**src/rtl/mux_scan_capture.sv**
```systemverilog
// Scan sequencer for an 8:1 mux: steps the select through 0..7, lets each value
// settle, samples the mux output into one bit of a byte and offers that byte on valid/ready.
module mux_scan_capture #(
    parameter int SETTLE_CYCLES = 2,
    parameter int N_IN          = 8
) (
    input  logic       clk,
    input  logic       rst_n,
    input  logic       start,
    input  logic       cont,
    output logic [2:0] sel,
    input  logic       y_in,
    output logic       busy,
    output logic [7:0] data_out,
    output logic       data_valid,
    input  logic       data_ready,
    output logic [1:0] o_dbg_state
);

    typedef enum logic [1:0] {
        ST_IDLE   = 2'd0,
        ST_SETTLE = 2'd1,
        ST_SAMPLE = 2'd2,
        ST_DONE   = 2'd3
    } state_t;

    localparam logic [3:0] LP_RELOAD   = 4'(SETTLE_CYCLES - 1);
    localparam logic [2:0] LP_SEL_LAST = 3'(N_IN - 1);

    // Handshake: data_out is transferred on the rising edge where data_valid && data_ready;
    // data_valid is only ever high in DONE and data_out is frozen for as long as it is high.

    state_t     r_state;
    logic [2:0] r_sel;
    logic [3:0] r_cnt;
    logic [7:0] r_capture;
    logic [7:0] r_data_out;
    logic       r_valid;
    logic       r_busy;
    logic [7:0] w_capture_next;

    always_comb begin
        w_capture_next        = r_capture;
        w_capture_next[r_sel] = y_in;
    end

    always_ff @(posedge clk) begin
        if (!rst_n) begin
            r_state    <= ST_IDLE;
            r_sel      <= 3'd0;
            r_cnt      <= 4'd0;
            r_capture  <= 8'h00;
            r_data_out <= 8'h00;
            r_valid    <= 1'b0;
            r_busy     <= 1'b0;
        end else begin
            case (r_state)
                ST_IDLE: begin
                    if (start || cont) begin
                        r_state   <= ST_SETTLE;
                        r_sel     <= 3'd0;
                        r_busy    <= 1'b1;
                        r_cnt     <= LP_RELOAD;
                        r_capture <= 8'h00;
                    end
                end
                ST_SETTLE: begin
                    if (r_cnt == 4'd0) begin
                        r_state <= ST_SAMPLE;
                    end else begin
                        r_cnt <= r_cnt - 4'd1;
                    end
                end
                ST_SAMPLE: begin
                    r_capture <= w_capture_next;
                    // The last select value is terminal: the byte is published instead of wrapping.
                    if (r_sel == LP_SEL_LAST) begin
                        r_state    <= ST_DONE;
                        r_data_out <= w_capture_next;
                        r_valid    <= 1'b1;
                    end else begin
                        r_sel   <= r_sel + 3'd1;
                        r_cnt   <= LP_RELOAD;
                        r_state <= ST_SETTLE;
                    end
                end
                ST_DONE: begin
                    if (data_ready) begin
                        r_valid   <= 1'b0;
                        r_sel     <= 3'd0;
                        r_capture <= 8'h00;
                        if (cont) begin
                            r_state <= ST_SETTLE;
                            r_cnt   <= LP_RELOAD;
                        end else begin
                            r_state <= ST_IDLE;
                            r_busy  <= 1'b0;
                        end
                    end
                end
                default: begin
                    r_state <= ST_IDLE;
                end
            endcase
        end
    end

    assign sel         = r_sel;
    assign busy        = r_busy;
    assign data_out    = r_data_out;
    assign data_valid  = r_valid;
    assign o_dbg_state = r_state;

    a_hold_under_backpressure: assert property (
        @(posedge clk) disable iff (!rst_n)
        (r_valid && !data_ready) |=> (r_valid && $stable(r_data_out))
    );

    a_done_sel_terminal: assert property (
        @(posedge clk) disable iff (!rst_n)
        (r_state == ST_DONE) |-> (r_sel == LP_SEL_LAST && r_valid)
    );

endmodule

```
**config.mk**
```make
export PLATFORM = sky130hd
export DESIGN_NAME = mux_scan_capture
export DESIGN_NICKNAME = d
export VERILOG_FILES = /design/src/rtl/mux_scan_capture.sv
export SDC_FILE = /design/constraint.sdc
export NUM_CORES = 1
export LEC_CHECK = 0
export ABC_AREA = 1
export CORE_ASPECT_RATIO = 1.25
export CORE_MARGIN = 4
export CORE_UTILIZATION = 40
export CTS_BUF_LIST = sky130_fd_sc_hd__clkbuf_4
export CTS_CLUSTER_DIAMETER = 100
export DETAILED_ROUTE_END_ITERATION = 7
export SYNTH_ARGS = -nofsm -noshare
export SYNTH_HDL_FRONTEND = slang
export SYNTH_SLANG_ARGS = --single-unit
```
**constraint.sdc**
```tcl
create_clock -name clk -period 3.6 [get_ports clk]
set_input_delay 0.72 -clock clk [delete_from_list [all_inputs] [get_ports clk]]
set_output_delay 0.72 -clock clk [all_outputs]
set_load 0.01 [all_outputs]
```
======== Yosys cells after proc, flatten, opt, wreduce, memory -nomap -nowiden ========
Index checks and enable logic that the tools add are counted.
cells by class
  bitwise logic cells ..................... 0
  divide/modulo/power cells ............... 0
  order comparisons ....................... 2
  reductions and logical operators ........ 14
  muxes and demuxes ....................... 29
  shifts and indexed selects .............. 0
  multiply operators ...................... 0
  eq/ne operators ......................... 12
  add/sub/neg operators ................... 2
operators by type and width
  kind                                                                count
  one-hot mux 8 bit (3 select lines)                                  1
  two-way mux 4 bit                                                   5
  two-way mux 8 bit                                                   2
  inequality test 2 bit (second input constant)                       8
  one-hot mux 4 bit (4 select lines)                                  1
  two-way mux 3 bit                                                   3
  one-hot mux 3 bit (3 select lines)                                  1
  AND reduction 3 bit                                                 3
  bitwise mux 8 bit                                                   1
  two-way mux 2 bit                                                   4
  one-hot mux 2 bit (4 select lines)                                  1
  AND reduction 4 bit                                                 2
  two-way mux 1 bit                                                   7
  AND reduction 5 bit                                                 1
  == test 2 bit (second input constant)                               2
  zero test 4 bit                                                     1
  less-than comparator 3 x 4 -> 1 bit (second input constant)         1
  one-hot mux 1 bit (2 select lines)                                  2
  nonzero test 2 bit                                                  2
  subtractor 4 x 1 -> 4 bit (second input constant)                   1
  adder 3 x 1 -> 3 bit (second input constant)                        1
  demux 1 bit (select 3 bit)                                          1
  == test 3 bit (second input constant)                               1
  greater-or-equal comparator 3 x 1 -> 1 bit (second input constant)  1
  6 further kinds                                                     6
word-level totals
  register bits after elaboration ......... 27
  logic and storage cells ................. 66
  bits in latches ......................... 0
  output and inout bits ................... 15
  bits in writable memories ............... 0
  memory bits (read-only) ................. 0
  memories ................................ 0

======== Depth between registers and ports, before layout ========
Gate-level depths: netlist of the first run.
  depth in word-level cells ............... 6
  depth in mapped cells ................... 9
  mapped depth without buffers ............ 9

======== Least setup slack after synthesis of the first run ========
OpenSTA, ideal clock, no wires.
  kind .................................... register to register
  from .................................... reg r_sel[1], in the netlist sel[1]
  to ...................................... reg r_sel[1], in the netlist sel[1]
  data required time ...................... 3.483 ns
  cell stages (with the launch flop) ...... 9
  path slack .............................. 2.130 ns
  arrival ................................. 1.353 ns
  library setup time ...................... 0.117 ns
  period minus slack after synthesis ...... 1.470 ns
  cell sequence ........................... dfxtp_1 > ha_1 > ha_1 > nand3_2 > buf_6 > nand2_4 > nor2_8 > o21ai_0 > nor2_1
on the way
  longest elaborated chain between the ends .. 3
RTL lines
  element                                                                    RTL line  text
  start, declared                                                            34        logic [2:0] r_sel;
  start signal, assigned                                                     82        r_sel <= r_sel + 3'd1;
  adder 3 x 1 -> 3 bit or == test 3 bit (tied branches)                      82, 77
  two-way mux 3 bit or inequality test 2 bit (tied branches)                 n/a
  one-hot mux 3 bit (3 select lines) or AND reduction 4 bit (tied branches)  n/a
Parallel ways exist; a longest one is shown, timed or not. The select of a mux whose other input is x is not followed.
A chain may end at the register's enable or synchronous reset.

======== Worst setup path after layout of the first run ========
  from .................................... reg r_sel[1], in the netlist sel[1]
  to ...................................... out sel[1]
RTL lines
  element        RTL line  text
  end, declared  11        output logic [2:0] sel,
No word-level cell between the ends.

==> results.md, run 1 <==
* Layout cells sized above 1 at 8.74%
* Final instance area at roughly 0.0016 mm^2
* Die W at about 60 um
* CP required at approximately 2.9 ns
* Synth Cell Area at about 0.0014 mm^2
* RSZ-0062 raised after global routing: no
* Max-slew violations at 0
* Die height at 73.3 um
* Avg Vias per Cell at between 5 and 6
* Max VDD drop at ~0.00026 V
* Syn_nets at slightly below 200
* Clk buf depth at 2
* CTS HTree Levels at 1
* Multi-input logic area at around 700 um^2
* Worst-Margin Slew at roughly 0.5 ns
* Cell-internal power at 0.000434 W
* Critical path's largest stage delay at about 0.6 ns
* M1 wire length at ~1200 um
* HPWL after detailed placement at 2190 um
* Cts hold-fix bufs at 0
* # IOs at 21
* Final setup vio count at 0
* Crit end category: primary output
* Fin. Hold Viols at 0
* CP Data Arrival Time at about 1.4 ns
* Layout fillers at approximately 330
* Final Skew at roughly 0.0058 ns
* Critical-path top delay cell: clkdlybuf4s50_1
* Gate Count Post-Synth at around 190
* Max-slew headroom at roughly two thirds
* Fin nets at ~220
* Max cap viols at 0
* P&R area growth vs syn at 18.1%
* Final cycle utilization of the critical path at ~60%
* Total net switching power at ~0.00023 W
* Buf+Inv Stages, Crit Path at 1
* Postcts setup bufs at 0
* Fmax at between 400 and 500 MHz
* Startpoint types: flip-flop
* Clock slew at reported path FFs at ~0.14 ns
* Crit-path leading delay family: buffers and inverters
* Kind of critical path: flip-flop to primary output
* Status: completed
* DRT antenna net count at 0
* Port Buffer Count at 20
* Met2 wire length at 1520 um
* Clk sinks at 27
* Met3 wire len at 106 um
* Routed vias at about 1.2k
* Post-Route WL at around 2800 um
* Crit Path Max Fanout at 9
* Worst skew pair latency at 0.33 ns
* Flops & latches, synth at 27
* First-pass GRT wire length at approximately 4800 um
* Sw Ratio at 34.3%
* Class of the worst hold path: flip-flop to flip-flop
* Combinational share of power at approximately 28%
* GRT overflow at 0
* Sequential share of the synthesized area at around two fifths
* Clock power frac at between 20% and 30%
* Core outline area at 0.00325 mm^2
* Post-route setup TNS at 0 ns
* Worst Hold Slack at ~0.47 ns
* Crit path cell chain: clkdlybuf4s50_1
* Row count at 23
* Largest net degree at the start of global routing at 16
* Die ar. at 0.00442 mm^2
* Final non-filler cell total at roughly 240
* RD Place Congestion at 0.772
* CTS tree: done
* Synth warnings at 0
* Pwr dens at 409 mW/mm^2
* Post-DP Area at 0.00159 mm^2
* Leakage Power at just over 0.7 nW
* Part of the power in registers at a little over 50%
* Register Area at 541 um^2
* DRT iter0 DRCs at 43
* Dpl cells at around 240
* Period minus WS final at ~2.2 ns
* Drt wl/cell at between 10 and 15 um
* Distinct cell type count after synthesis at 22
* All-Layer GR Usage at 14.3%
* Drc violations at 0
* DR top layer: met4
* Mapped Avg Cell Area at around 7.3 um^2
* Antenna cell count at 0
* PostCTS Resize Cnt at 0
* Starting Density at 42.0%
* DRT Pass-1 Iters at 4
* Fin util at 49.6%
* Root buffer cell: clkbuf_4
* Cts bufs inserted at 3
* Vias in the first global route at 1,166
* Initial antenna violation count at 0
[synth_stat cells]
| library cell | instances | share of area (%) |
|---|---|---|
| a21oi_1 | 17 | 6.2 |
| buf_6 | 1 | 0.82 |
| clkbuf_1 | 2 | 0.55 |
| clkbuf_4 | 1 | 0.55 |
| dfxtp_1 | 27 | 40 |
| ha_1 | 4 | 3.7 |
| inv_1 | 24 | 6.6 |
| inv_2 | 3 | 0.82 |
| nand2_1 | 39 | 11 |
| nand2_2 | 2 | 0.92 |
| nand2_4 | 4 | 3.3 |
| nand3_1 | 15 | 5.5 |
| nand3_2 | 2 | 1.5 |
| nor2_1 | 12 | 3.3 |
| nor2_4 | 1 | 0.82 |
| nor2_8 | 1 | 1.5 |
| o21a_1 | 8 | 4.4 |
| o21ai_0 | 19 | 7.0 |
| o21ai_2 | 1 | 0.64 |
| o31ai_1 | 1 | 0.55 |
| or2_0 | 1 | 0.46 |
| xnor2_1 | 1 | 0.64 |
[cells in the final DEF, fill, tap and decap left out, drive strengths merged]
cell type / instances
clkinv: 1
clkdlybuf4s50: 20
inv: 27
or2: 1
dfxtp: 27
clkbuf: 3
nor2: 14
o31ai: 1
nand3: 17
xnor2: 1
nand2: 45
o21ai: 20
ha: 4
o21a: 8
a21oi: 17
[routing by layer]
| metal | up-vias | track usage [%] |
|---|---|---|
| li1 | 638 | - |
| met1 | 550 | 15.7 |
| met2 | 24 | 27.0 |
| met3 | 5 | 2.11 |
| met4 | 0 | 4.43 |
| met5 | - | 0 |
[metrics by stage]
stage	setup slack [ns]	power [W]
floorplan	2.13	0.000480
global placement	1.53	0.000531
detailed placement	1.45	0.000537
CTS	1.43	0.000671
global route	1.37	0.000706
finish	1.45	0.000660
[flip-flops by register name (all words and copies together), names as in the netlist]
register and count:
o_dbg_state 2, busy 1, data_out 8, r_capture 8, data_valid 1, sel 3
r_cnt 4
[kinds of logic after synthesis]
logic type / synth area share, %
AO/OA/AOI/OAI: 18.8
XOR/XNOR: 0.642
adder cells (fa/ha/maj): 3.67
buffers and inverters: 9.35
flip-flops: 39.6
AND/OR/NAND/NOR: 28.0
[power by group through the flow]
stage	clock network (W)	logic, W	registers (W)
after floorplan	0	0.000131	0.000350
after global placement	0	0.000182	0.000349
after detailed placement	0	0.000187	0.000350
after CTS	0.000140	0.000187	0.000343
after global routing	0.000151	0.000207	0.000347
final	0.000133	0.000185	0.000343
[final timing paths]
check	start	to	slack [ns]	depth (start not counted)
setup / recovery	sel[1]$_SDFFE_PN0P_	sel[1]	1.45	1
hold / removal	r_capture[4]$_SDFFE_PN0P_	r_capture[4]$_SDFFE_PN0P_	0.47	2
setup reg to reg	sel[0]$_SDFFE_PN0P_	data_out[5]$_SDFFE_PN0P_	1.89	7
hold reg to reg	r_capture[4]$_SDFFE_PN0P_	r_capture[4]$_SDFFE_PN0P_	0.47	2
[final cells by class]
type	count	share of cell area, %
well taps	37	2.87
repair buffers	20	12.4
inverters	27	6.28
clock buffers	3	1.40
multi-input cells	128	43.2
clock inverters	1	0.310
flip-flops and latches	27	33.5
No activity file was read; power rests on OpenSTA's default activity.
==> inputs of run 2 (changes only) <==
- clock period: 3.6 -> 1.95 ns (I/O delays scaled with it)
==> results.md, run 2 (synthesis results as in run 1) <==
* # IOs at 21 (unchanged)
* Layout cells sized above 1 at 10.0% (+1.3 points)
* Clock slew at reported path FFs at 0.15 ns (about the same)
* Crit path cell chain: clkdlybuf4s50_1
* Fmax at 538 MHz
* Fin. Hold Viols at 0 (unchanged)
* Worst reg-to-reg path cell count at 7 (unchanged)
* Starting Density at 42.0% (unchanged)
* RSZ-0062 raised after global routing: no
* All-Layer GR Usage at 14.6% (+0.35 points)
* GRT overflow at 0 (unchanged)
* Fin nets at 220 (+1.4%)
* CTS tree: done
* Root buffer cell: clkbuf_4
* Final setup vio count at 0 (unchanged)
* Post-DP Area at 0.00161 mm^2 (+1.4%)
* Vias in the first global route at 1,163 (-0.26%)
* Final WS setup at 0.0930 ns (-1.36 ns)
* Kind of critical path: flip-flop to primary output
* CP startpoint: sel[1]$_SDFFE_PN0P_
* Drc violations at 0 (unchanged)
* Cts hold-fix bufs at 0 (unchanged)
* Pre-CTS worst setup slack at 0.293 ns (-1.16 ns)
* Port Buffer Count at 20 (unchanged)
* DRT Pass-1 Iters at 4 (unchanged)
* Initial antenna violation count at 0 (unchanged)
* Final instance area at 0.00164 mm^2 (+1.6%)
* Leakage Power at 0.721 nW (+2.1%)
* WP depth at 1 (unchanged)
* Worst reg2reg startpoint: sel[1]$_SDFFE_PN0P_
* Postcts setup bufs at 0 (unchanged)
* Row count at 23 (unchanged)
* Die W at 60.3 um (unchanged)
* Hold wc startpoint: r_capture[1]$_SDFFE_PN0P_
* Clk sinks at 27 (unchanged)
* Largest net degree at the start of global routing at 15 (-1)
* Most common cell after layout, fill and taps aside: nand2_1
* Clk buf depth at 2 (unchanged)
* Core outline area at 0.00325 mm^2 (unchanged)
* CP required at 1.56 ns (-1.32 ns)
* Most frequent cells in the layout: 39 x nand2_1, 27 x dfxtp_1, 24 x inv_1
* Max cap viols at 0 (unchanged)
* Die ar. at 0.00442 mm^2 (unchanged)
* DRT iter0 DRCs at 51 (+19%)
* Die height at 73.3 um (unchanged)
* Buf+Inv Stages, Crit Path at 1 (unchanged)
* PostCTS Resize Cnt at 0 (unchanged)
* Startpoint types: flip-flop
* HPWL after detailed placement at 2230 um (+2.0%)
* Max-slew violations at 0 (unchanged)
* Dpl cells at 242 (+1.3%)
* Final Skew at 0.0157 ns (+0.00988 ns)
* Avg Vias per Cell at 4.85 (-3.1%)
* First-pass GRT wire length at 4990 um (+3.0%)
* Crit Path Max Fanout at 9 (unchanged)
* Routed vias at 1,194 (-1.9%)
* Period minus WS final at roughly 1.9 ns
* Worst skew pair latency at 0.33 ns (about the same)
* Post-route setup TNS at 0 ns (unchanged)
* Worst setup endpoint: sel[1]
* Max VDD drop at 0.000462 V (+78%)
* Drt wl/cell at 11.9 um (+2.2%)
* Pwr Total at 0.00124 W (+88%)
* Max-slew headroom at 69.6% (+3.7 points)
* P&R area growth vs syn at 20.0%
* FF-to-FF setup slack at 0.29 ns (-1.60 ns)
* Final non-filler cell total at 246 (+1.2%)
* CP Data Arrival Time at 1.47 ns (+0.04 ns)
* Class of the worst hold path: flip-flop to flip-flop
* Cts bufs inserted at 3 (unchanged)
* Pwr dens at 756 mW/mm^2 (+85%)
* CTS HTree Levels at 1 (unchanged)
* Crit end category: primary output
* Status: completed
* Reg-to-Reg End: data_out[6]$_SDFFE_PN0P_
* Critical-path top delay cell: clkdlybuf4s50_1
* Final cycle utilization of the critical path at between 90% and 100%
* Worst-Margin Slew at 0.456 ns (-0.0543 ns)
* DRT antenna net count at 0 (unchanged)
* RD Place Congestion at 0.815 (+5.5%)
* Crit-path leading delay family: buffers and inverters
* Post-Route WL at 2940 um (+3.4%)
* Critical path's largest stage delay at 0.60 ns (about the same)
* Antenna cell count at 0 (unchanged)
-- run 2: area by class of cell --
cell class / count / area (um^2)
flip-flops and latches: 27 / 541
fillers: 317 / 1610
repair buffers: 23 / 223
multi-input cells: 128 / 697
clock buffers: 4 / 30.0
well taps: 37 / 46.3
inverters: 27 / 101
-- run 2: metrics by stage --
step	util [%]	hold slack (ns)
3_5_place_dp	49.4	0.454
4_1_cts	50.4	0.474
6_report	50.4	0.472
5_1_grt	50.4	0.489
3_3_place_gp	49.4	0.449
2_1_floorplan	-	0.439
-- run 2: report_power, final --
part	internal [W]	total [W]	switching [W]
combinational	0.000140	0.000347	0.000207
sequential	0.000586	0.000633	0.0000469
clock	0.0000941	0.000259	0.000165
total	0.000820	0.00124	0.000418
-- run 2: worst min path at each step --
stage	endpoint	slack, ns	cells past startpoint
after global routing	r_capture[3]$_SDFFE_PN0P_	0.49	2
after floorplan	r_capture[6]$_SDFFE_PN0P_	0.44	2
after CTS	r_capture[1]$_SDFFE_PN0P_	0.47	2
final	r_capture[1]$_SDFFE_PN0P_	0.47	2
after detailed placement	r_capture[1]$_SDFFE_PN0P_	0.45	2
after global placement	r_capture[6]$_SDFFE_PN0P_	0.45	2
-- run 2: per-layer routing --
metal	up-vias	track usage, %	part of all wire (%)
met5	-	0	0
met4	0	8.37	2.9
met3	6	1.58	2.1
met2	12	25.8	50
met1	534	16.5	45
li1	642	-	-
==> inputs of run 3 (changes only) <==
- CTS_BUF_LIST: sky130_fd_sc_hd__clkbuf_4 -> sky130_fd_sc_hd__clkbuf_16
- PLACE_DENSITY: unset -> 0.61
==> results.md, run 3 (synthesis results as in run 1) <==
* Max-slew headroom at 69.2% (-0.33 points)
* Row count at 23 (unchanged)
* Buf+Inv Stages, Crit Path at 1 (unchanged)
* Combinational share of power at 24.4% (-3.6 points)
* Drt wl/cell at 11.8 um (-1.5%)
* Critical-path top delay cell: clkdlybuf4s50_1
* Post-route setup TNS at 0 ns (unchanged)
* Fmax at 566 MHz (+5.0%)
* Drc violations at 0 (unchanged)
* Pwr Total at 0.00143 W (+15%)
* Final Skew at 0.00442 ns (-0.0112 ns)
* Crit-path leading delay family: buffers and inverters
* Fin. Hold Viols at 0 (unchanged)
* GR Layer Usage met1 at 16.9% (+0.43 points)
* Largest net degree at the start of global routing at 15 (unchanged)
* Met3 Use GR at 2.11% (+0.53 points)
* Postcts setup bufs at 0 (unchanged)
* P&R area growth vs syn at 23.6%
* First-pass GRT wire length at 4850 um (-2.8%)
* Most frequent cells in the layout: 39 x nand2_1, 27 x dfxtp_1, 25 x inv_1
* Routed vias at 1,210 (+1.3%)
* Root buffer cell: clkbuf_16
* Starting Density at 42.0% (unchanged)
* RSZ-0062 raised after global routing: no
* Worst Hold Slack at 0.469 ns (-0.00348 ns)
* Status: completed
* Max cap viols at 0 (unchanged)
* Met2 Usage GRT at 26.0% (+0.12 points)
* Cell-internal power at 0.00100 W (+22%)
* Period minus WS final at 1.77 ns (-0.0888 ns)
* Post-Route WL at 2890 um (-1.5%)
* Leakage Power at 0.745 nW (+3.3%)
* Worst-Margin Slew at 0.461 ns (+0.00499 ns)
* PostCTS Resize Cnt at 0 (unchanged)
* Crit end category: primary output
* Final non-filler cell total at 246 (unchanged)
* Most common cell after layout, fill and taps aside: nand2_1
* Class of the worst hold path: flip-flop to flip-flop
* Worst skew pair latency at 0.26 ns (-0.07 ns)
* Die ar. at 0.00442 mm^2 (unchanged)
* Die W at 60.3 um (unchanged)
* Crit path cell chain: clkdlybuf4s50_1
* Initial antenna violation count at 0 (unchanged)
* DRT antenna net count at 0 (unchanged)
* Final setup vio count at 0 (unchanged)
* Crit Path Max Fanout at 9 (unchanged)
* Antenna cell count at 0 (unchanged)
* Clock slew at reported path FFs at 0.06 ns (-0.09 ns)
* Cts bufs inserted at 3 (unchanged)
* DRT iter0 DRCs at 40 (-22%)
* Kind of critical path: flip-flop to primary output
* Fin util at 51.9% (+1.5 points)
* DRT Pass-1 Iters at 4 (unchanged)
* Cts hold-fix bufs at 0 (unchanged)
* GRT busiest layer: met2
* Critical path's largest stage delay at 0.62 ns (+0.02 ns)
* Clk buf depth at 2 (unchanged)
* # IOs at 21 (unchanged)
* Startpoint types: flip-flop
* Max VDD drop at 0.000476 V (+3.1%)
* HPWL after detailed placement at 2190 um (-1.8%)
* Core outline area at 0.00325 mm^2 (unchanged)
* Clock power frac at 31.4% (+11 points)
* Fin nets at 220 (unchanged)
* Avg Vias per Cell at 4.92 (+1.3%)
* Max-slew violations at 0 (unchanged)
* CP Data Arrival Time at 1.38 ns (-0.09 ns)
* Clk sinks at 27 (unchanged)
* Total net switching power at 0.000429 W (+2.5%)
* Layout cells sized above 1 at 9.57% (-0.48 points)
* CP required at 1.56 ns (about the same)
* CTS tree: done
* Port Buffer Count at 20 (unchanged)
* Vias in the first global route at 1,143 (-1.7%)
* CTS HTree Levels at 1 (unchanged)
* Pwr dens at 848 mW/mm^2 (+12%)
* Final cycle utilization of the critical path at 90.7% (-4.6 points)
* All-Layer GR Usage at 14.3% (-0.29 points)
* Part of the power in registers at 44.2% (-6.9 points)
* Sw Ratio at 30.0% (-3.8 points)
* Die height at 73.3 um (unchanged)
* RD Place Congestion at 0.781 (-4.1%)
* Dpl cells at 242 (unchanged)
* GRT overflow at 0 (unchanged)
[run 3: cell count changes in the layout (fill, tap and decap cells not counted)]
cell       previous run  this run
clkbuf_4              4         0
inv_1                24        25
clkbuf_16             0         3
[run 3: area by class of cell]
class                           count  area, um^2
Inverter                           27         101
Sequential cell                    27         541
Clock inverter                      1        3.75
Tap cell                           37        46.3
Fill cell                         315        1570
Timing Repair Buffer               23         223
Clock buffer                        3        75.1
Multi-Input combinational cell    128         697
[run 3: power groups by stage]
stage          sequential [W]  combinational (W)  clock [W]
2_1_floorplan        0.000646           0.000241          0
3_3_place_gp         0.000643           0.000341          0
3_5_place_dp         0.000644           0.000350          0
4_1_cts              0.000631           0.000351   0.000460
5_1_grt              0.000638           0.000397   0.000478
6_report             0.000632           0.000349   0.000449
[run 3: per-layer routing]
layer  up-vias  wire [um]
met1       553       1310
met4         0         35
met2        10       1500
met5         -          0
li1        642          -
met3         5         52
[run 3: path summary, 6_finish.rpt]
path                                                 from                         to  slack (ns)  cells past startpoint
worst max register to register        sel[1]$_SDFFE_PN0P_   data_out[7]$_SDFFE_PN0P_        0.35                      7
worst max-delay path                  sel[2]$_SDFFE_PN0P_                     sel[2]        0.18                      1
worst min register to register  r_capture[5]$_SDFFE_PN0P_  r_capture[5]$_SDFFE_PN0P_        0.47                      2
worst min-delay path            r_capture[5]$_SDFFE_PN0P_  r_capture[5]$_SDFFE_PN0P_        0.47                      2
[run 3: through the flow]
step	cell area (um^2)	worst slack, ns
after detailed placement	1610	0.288
after global placement	1610	0.354
final	1690	0.182
after CTS	1690	0.182
after floorplan	1370	0.480
after global routing	1690	0.123
